===== config.mk =====
export PLATFORM = sky130hd
export DESIGN_NAME = fetch_queue
export DESIGN_NICKNAME = d
export VERILOG_FILES = /design/src/rtl/fetch_queue.sv
export SDC_FILE = /design/constraint.sdc
export NUM_CORES = 1
export LEC_CHECK = 0
export CORE_ASPECT_RATIO = 1.75
export CORE_MARGIN = 2
export CORE_UTILIZATION = 55
export DETAILED_ROUTE_END_ITERATION = 10
export PLACE_DENSITY_LB_ADDON = 0.05
export SLEW_MARGIN = 20
export SYNTH_ARGS = -nofsm -noshare
export SYNTH_HDL_FRONTEND = slang
export SYNTH_SLANG_ARGS = --single-unit

===== constraint.sdc =====
create_clock -name clk -period 7.9 [get_ports clk]
set_input_delay 1.58 -clock clk [delete_from_list [all_inputs] [get_ports clk]]
set_output_delay 1.58 -clock clk [all_outputs]
set_load 0.005 [all_outputs]

===== src/rtl/fetch_queue.sv =====
// Instruction fetch queue: circular buffer of {pc, instr, misaligned} between fetch and decode.
// Single-cycle flush on redirect; in_ready depends only on occupancy state.
module fetch_queue #(
  parameter int DEPTH = 4,
  parameter int XLEN  = 32,
  parameter int CW    = 3
) (
  input  logic            clk,
  input  logic            reset,
  input  logic            flush,
  input  logic            in_valid,
  input  logic [XLEN-1:0] in_pc,
  input  logic [XLEN-1:0] in_instr,
  output logic            in_ready,
  output logic            out_valid,
  output logic [XLEN-1:0] out_pc,
  output logic [XLEN-1:0] out_instr,
  output logic            out_misaligned,
  input  logic            out_ready,
  output logic [CW-1:0]   count
);

  localparam int AW = $clog2(DEPTH);

  logic [AW-1:0]   wr_ptr_q, wr_ptr_d;
  logic [AW-1:0]   rd_ptr_q, rd_ptr_d;
  logic [CW-1:0]   count_q, count_d;
  logic [XLEN-1:0] pc_mem_q    [DEPTH];
  logic [XLEN-1:0] instr_mem_q [DEPTH];
  logic            mis_mem_q   [DEPTH];

  logic push;
  logic pop;

  assign in_ready  = (count_q != CW'(DEPTH));
  assign out_valid = (count_q != '0);
  assign count     = count_q;

  assign push = in_valid & in_ready & ~flush;
  assign pop  = out_valid & out_ready & ~flush;

  // Head entry is masked to zero while empty so stale storage never leaks out.
  assign out_pc         = out_valid ? pc_mem_q[rd_ptr_q]    : '0;
  assign out_instr      = out_valid ? instr_mem_q[rd_ptr_q] : '0;
  assign out_misaligned = out_valid ? mis_mem_q[rd_ptr_q]   : 1'b0;

  always_comb begin
    wr_ptr_d = wr_ptr_q;
    rd_ptr_d = rd_ptr_q;
    count_d  = count_q;
    if (flush) begin
      wr_ptr_d = '0;
      rd_ptr_d = '0;
      count_d  = '0;
    end else begin
      if (push) wr_ptr_d = wr_ptr_q + AW'(1);
      if (pop)  rd_ptr_d = rd_ptr_q + AW'(1);
      case ({push, pop})
        2'b10:   count_d = count_q + CW'(1);
        2'b01:   count_d = count_q - CW'(1);
        default: count_d = count_q;
      endcase
    end
  end

  always_ff @(posedge clk) begin
    if (reset) begin
      wr_ptr_q <= '0;
      rd_ptr_q <= '0;
      count_q  <= '0;
    end else begin
      wr_ptr_q <= wr_ptr_d;
      rd_ptr_q <= rd_ptr_d;
      count_q  <= count_d;
    end
  end

  // Storage has no reset; only occupied slots are ever presented.
  always_ff @(posedge clk) begin
    if (push && !reset) begin
      pc_mem_q[wr_ptr_q]    <= in_pc;
      instr_mem_q[wr_ptr_q] <= in_instr;
      mis_mem_q[wr_ptr_q]   <= (in_pc[1:0] != 2'b00);
    end
  end

endmodule


# After elaboration in Yosys (flattened, before gate mapping)
# Memories as Yosys holds them, arrays and structs flattened. A register that Yosys moved wholly into a read port is not among the register bits.
# Cells that the tools add are included.
# Widths: inputs -> output; s select.
[totals]
wordCells = 36
latchBits = 0
out_inout_bits = 70
inputBits = 69
mem_count = 3
ff_bits = 7
romBits = 0
ramBits = 260
[memory_table]
columns = ["name", "depth", "word_bits", "rd", "rd_clocked_by_memory_dff", "write_ports", "line_no", "rtl"]
rows = [
  ["instr_mem_q", 4, 32, 1, 1, 1, "29", "logic [XLEN-1:0] instr_mem_q [DEPTH];"],
  ["pc_mem_q", 4, 32, 1, 1, 1, "28", "logic [XLEN-1:0] pc_mem_q [DEPTH];"],
  ["mis_mem_q", 4, 1, 1, 1, 1, "30", "logic mis_mem_q [DEPTH];"],
]
[classes]
n_shift = 0
div_mod_pow = 0
n_bitwise = 5
mul = 0
eq_ne = 3
reduce_logical = 6
n_addsub = 4
magnitude_cmp = 0
mux = 12
[ops]
columns = ["cell", "n"]
rows = [
  ["$mux 32", 2],
  ["$mux 2", 6],
  ["$pmux 3 s2", 1],
  ["$add 2x1->2 const B", 2],
  ["$and 1x1->1", 4],
  ["$reduce_bool 2->1", 2],
  ["$add 3x1->3 const B", 1],
  ["$mux 1", 3],
  ["$ne 3x3->1 const B", 1],
  ["$reduce_bool 3->1", 1],
  ["$sub 3x1->3 const B", 1],
  ["$eq 2x1->1 const B", 1],
  ["$eq 2x2->1 const B", 1],
  ["$reduce_or 2->1", 1],
  ["$logic_and 1x1->1", 1],
  ["$logic_not 1->1", 1],
  ["$not 1->1", 1],
]

# Logic depth before layout (Yosys ltp)
[logic_depth]
depth_word = 6
depth_mapped = 8
mapped_depth_nobuf = 8

# Least setup slack after synthesis
# No wires, ideal clock.
[synth_timing]
path_kind = "input to register"
startpoint = "input flush"
endpoint = "memory instr_mem_q[0][0], enable pin"
required_time_ns = 7.318
setup_ns = 0.582
path_stages = 2
path_buffers = 0
t_arrival_ns = 6.679
slack_ns = 0.640
path_cell_list = "nand3b_2 > nor3b_1"
[synth_via]
elab_chain_cells = 5
[synth_rtl]
columns = ["element", "line_no", "rtl"]
rows = [
  ["start, declared", "10", "input logic flush,"],
  ["$not 1->1", "39", "assign push = in_valid & in_ready & ~flush;"],
  ["$and 1x1->1", "39", ""],
  ["$logic_and 1x1->1", "80", "if (push && !reset) begin"],
  ["$mux 1", "80", ""],
  ["$mux 1 (implied by the code)", "82", "instr_mem_q[wr_ptr_q] <= in_instr;"],
  ["end, declared", "29", ""],
]
# No other way between the ends.

==> flow_summary.json <==
{
  "status": "complete, no violations",
  "synth-edff-count": 260,
  "postCtsSetupBuffers": 0,
  "worstPathRequired_ns": 6.32,
  "cts-root-buf": "clkbuf_16",
  "grt_pass1_wl_mm": 29.0,
  "htreeDepth": 1,
  "clkTransAtPathRegs_ns": 0.07,
  "cts.sinks": 269,
  "worstSetupStartpointType": "flop",
  "seq_area_frac_synth": 0.775,
  "area_growth_pct": 22.5,
  "synth_flop_cell": "edfxtp_1",
  "post_cts_resized": 0,
  "yosys_warnings": 0,
  "end_kind": "primary output",
  "vdd_ir_drop_max_uv": 177,
  "die_y_um": 185,
  "multiInputGateArea_um2": 2180,
  "slew_violations": 0,
  "num_vias": 4905,
  "syn_nets": 540,
  "fin_crit_ns": 4.79,
  "ys_async_sr_fraction": 0,
  "rsz0062_at_grt": "no",
  "grt_use_total": 0.195,
  "rows": 66,
  "slowest_stage": "buf_4",
  "setup_viol": 0,
  "clock_skew_ns": 0.00699,
  "clkLatencyLatePin_ns": 0.50,
  "leakagePower_nw": 3.93,
  "drtPass1Iterations": 4,
  "timing.fmax_ghz": 0.209,
  "ant_nets": 0,
  "die_w_um": 107,
  "cp.arrival_ns": 3.21,
  "n_antenna_cell": 0,
  "path_delay_family": "buffers and inverters",
  "design.die.area_um2": 19900,
  "drive_gt1_frac": 0.180,
  "tightest_slew_ns": 1.01,
  "grt_max_degree": 67,
  "drtIter0Drc": 270,
  "synthCells": 465,
  "critPathMaxFanout": 41,
  "drc": 0,
  "path_cells": "buf_4, mux4_2, and2_1, clkdlybuf4s50_1",
  "initial_core_util": 0.557,
  "finalCritPeriodShare": 0.606,
  "ys_ff_latch": 269,
  "finalWeightedCongestion": 0.724,
  "path_buf_inv": 2,
  "cts_buffers": 23,
  "synth_area_per_cell_um2": 22.2,
  "critical_path_class": "flop to primary output",
  "wl_mm": 18.8,
  "drv_cap": 0,
  "coreArea_um2": 18500,
  "cts_tree": "yes",
  "io_pins": 139,
  "rrSetupSlack_ns": 5.34,
  "fillerInstances": 1258,
  "hp-class": "flop to flop",
  "overflow": 0,
  "synthDistinctLibCells": 23,
  "antenna_found_initial": 0,
  "synth_area_um2": 10300,
  "ctsHoldBuffers": 0,
  "finalPower_mw": 2.73,
  "ctsLongestPathBuffers": 3,
  "hold_viol_final": 0,
  "tns_ns": 0,
  "nNetsFinal": 688,
  "slowest_delay_ns": 0.73,
  "grt_pass1_vias": 5424,
  "regArea_um2": 8000,
  "power_density_nw_per_um2": 216,
  "slew_headroom": 0.324,
  "drt-wirelength-per-cell_um": 21.7,
  "port_buffers": 138,
  "dp_hpwl_mm": 10.9,
  "vias_per_cell": 5.66
}
==> worst register-to-register path, stage by stage, from the launching register on <==
cell and delay [ns]:
dfxtp_1 0.44, or3b_2 0.50, nand3b_2 0.24, ha_1 0.24
inv_1 0.06, fa_1 0.37, xor2_1 0.17, or3_1 0.32
a21oi_1 0.15
==> where the power goes <==
| part | switching, mW | internal, mW |
|---|---|---|
| logic | 0.0478 | 0.0673 |
| clock network | 0.463 | 0.568 |
| registers | 0.00441 | 1.58 |
==> routing by layer <==
metal / vias to the layer above / wire length (um) / part of all wire / GRT usage
li1: 2173 / - / - / -
met1: 2579 / 7050 / 0.37 / 0.233
met2: 132 / 10500 / 0.56 / 0.357
met3: 21 / 835 / 0.044 / 0.0296
met4: 0 / 383 / 0.020 / 0.0672
met5: - / 0 / 0 / 0
==> cell usage after synthesis (all sizes together), types with 2 or more instances <==
master,instances,area share
a21oi,2,0.00097
and2,65,0.039
buf,13,0.010
clkbuf,9,0.0033
dfxtp,9,0.017
edfxtp,260,0.76
ha,5,0.0061
inv,5,0.0018
mux2i,2,0.0019
mux4,65,0.14
nand2,4,0.0015
nor2,8,0.0029
nor3b,4,0.0029
or2,2,0.0012
or3,2,0.0012
xor2,4,0.0034
==> state kept, by name, summed over array words and instances (netlist names), named ones only <==
name and count:
count 3, instr_mem_q 128, mis_mem_q 4, pc_mem_q 128, rd_ptr_q 2, wr_ptr_q 2
==> cells by family after synthesis <==
| kind of cell | share of synthesized area |
|---|---|
| AOI/OAI and AO/OA | 0.00304 |
| xor gates and xnor gates | 0.00340 |
| adders and majority gates | 0.00802 |
| buffers and inverters | 0.0151 |
| DFF | 0.775 |
| muxes | 0.144 |
| and+or+nand+nor | 0.0511 |
==> layout by cell type, fill, tap and decap left out, types with 5 or more instances in the layout <==
cell / netlist / final
dfxtp_1: 9 / 7
buf_4: 0 / 7
nor2_1: 8 / 8
edfxtp_1: 260 / 260
and2_1: 65 / 65
mux4_2: 65 / 65
clkinv_1: 0 / 6
clkbuf_16: 0 / 23
ha_1: 5 / 5
inv_1: 5 / 5
clkdlybuf4s50_1: 0 / 138
==> metrics by stage <==
step                      utilization  instance area, um2  hold slack [ns]  std cells  setup slack (ns)
final                           0.682               12600            0.520        866              3.11
after global routing            0.682               12600            0.534        866              2.85
after CTS                       0.682               12600            0.520        866              2.97
after detailed placement        0.645               11900            0.509        826              3.52
after global placement          0.645               11900            0.481        826              3.51
after floorplan                     -               10300            0.471        465             0.640
==> path summary, 6_finish.rpt <==
path | startpoint | endpoint | depth (start not counted)
setup / recovery | flop | out_instr[28] | 4
hold / removal | wr_ptr_q[0] | wr_ptr_q[0] | 2
setup reg to reg | count[2] | count[2] | 8
hold reg to reg | wr_ptr_q[0] | wr_ptr_q[0] | 2
==> cell type report <==
| cell class | count | area share |
|---|---|---|
| well taps | 238 | 0.0236 |
| inverters | 5 | 0.00149 |
| clock buffers | 27 | 0.0468 |
| repair buffers | 145 | 0.114 |
| clock inverters | 13 | 0.00754 |
| multi-input cells | 169 | 0.173 |
| flip-flops and latches | 269 | 0.634 |
Power figures use the tool's default switching activity.
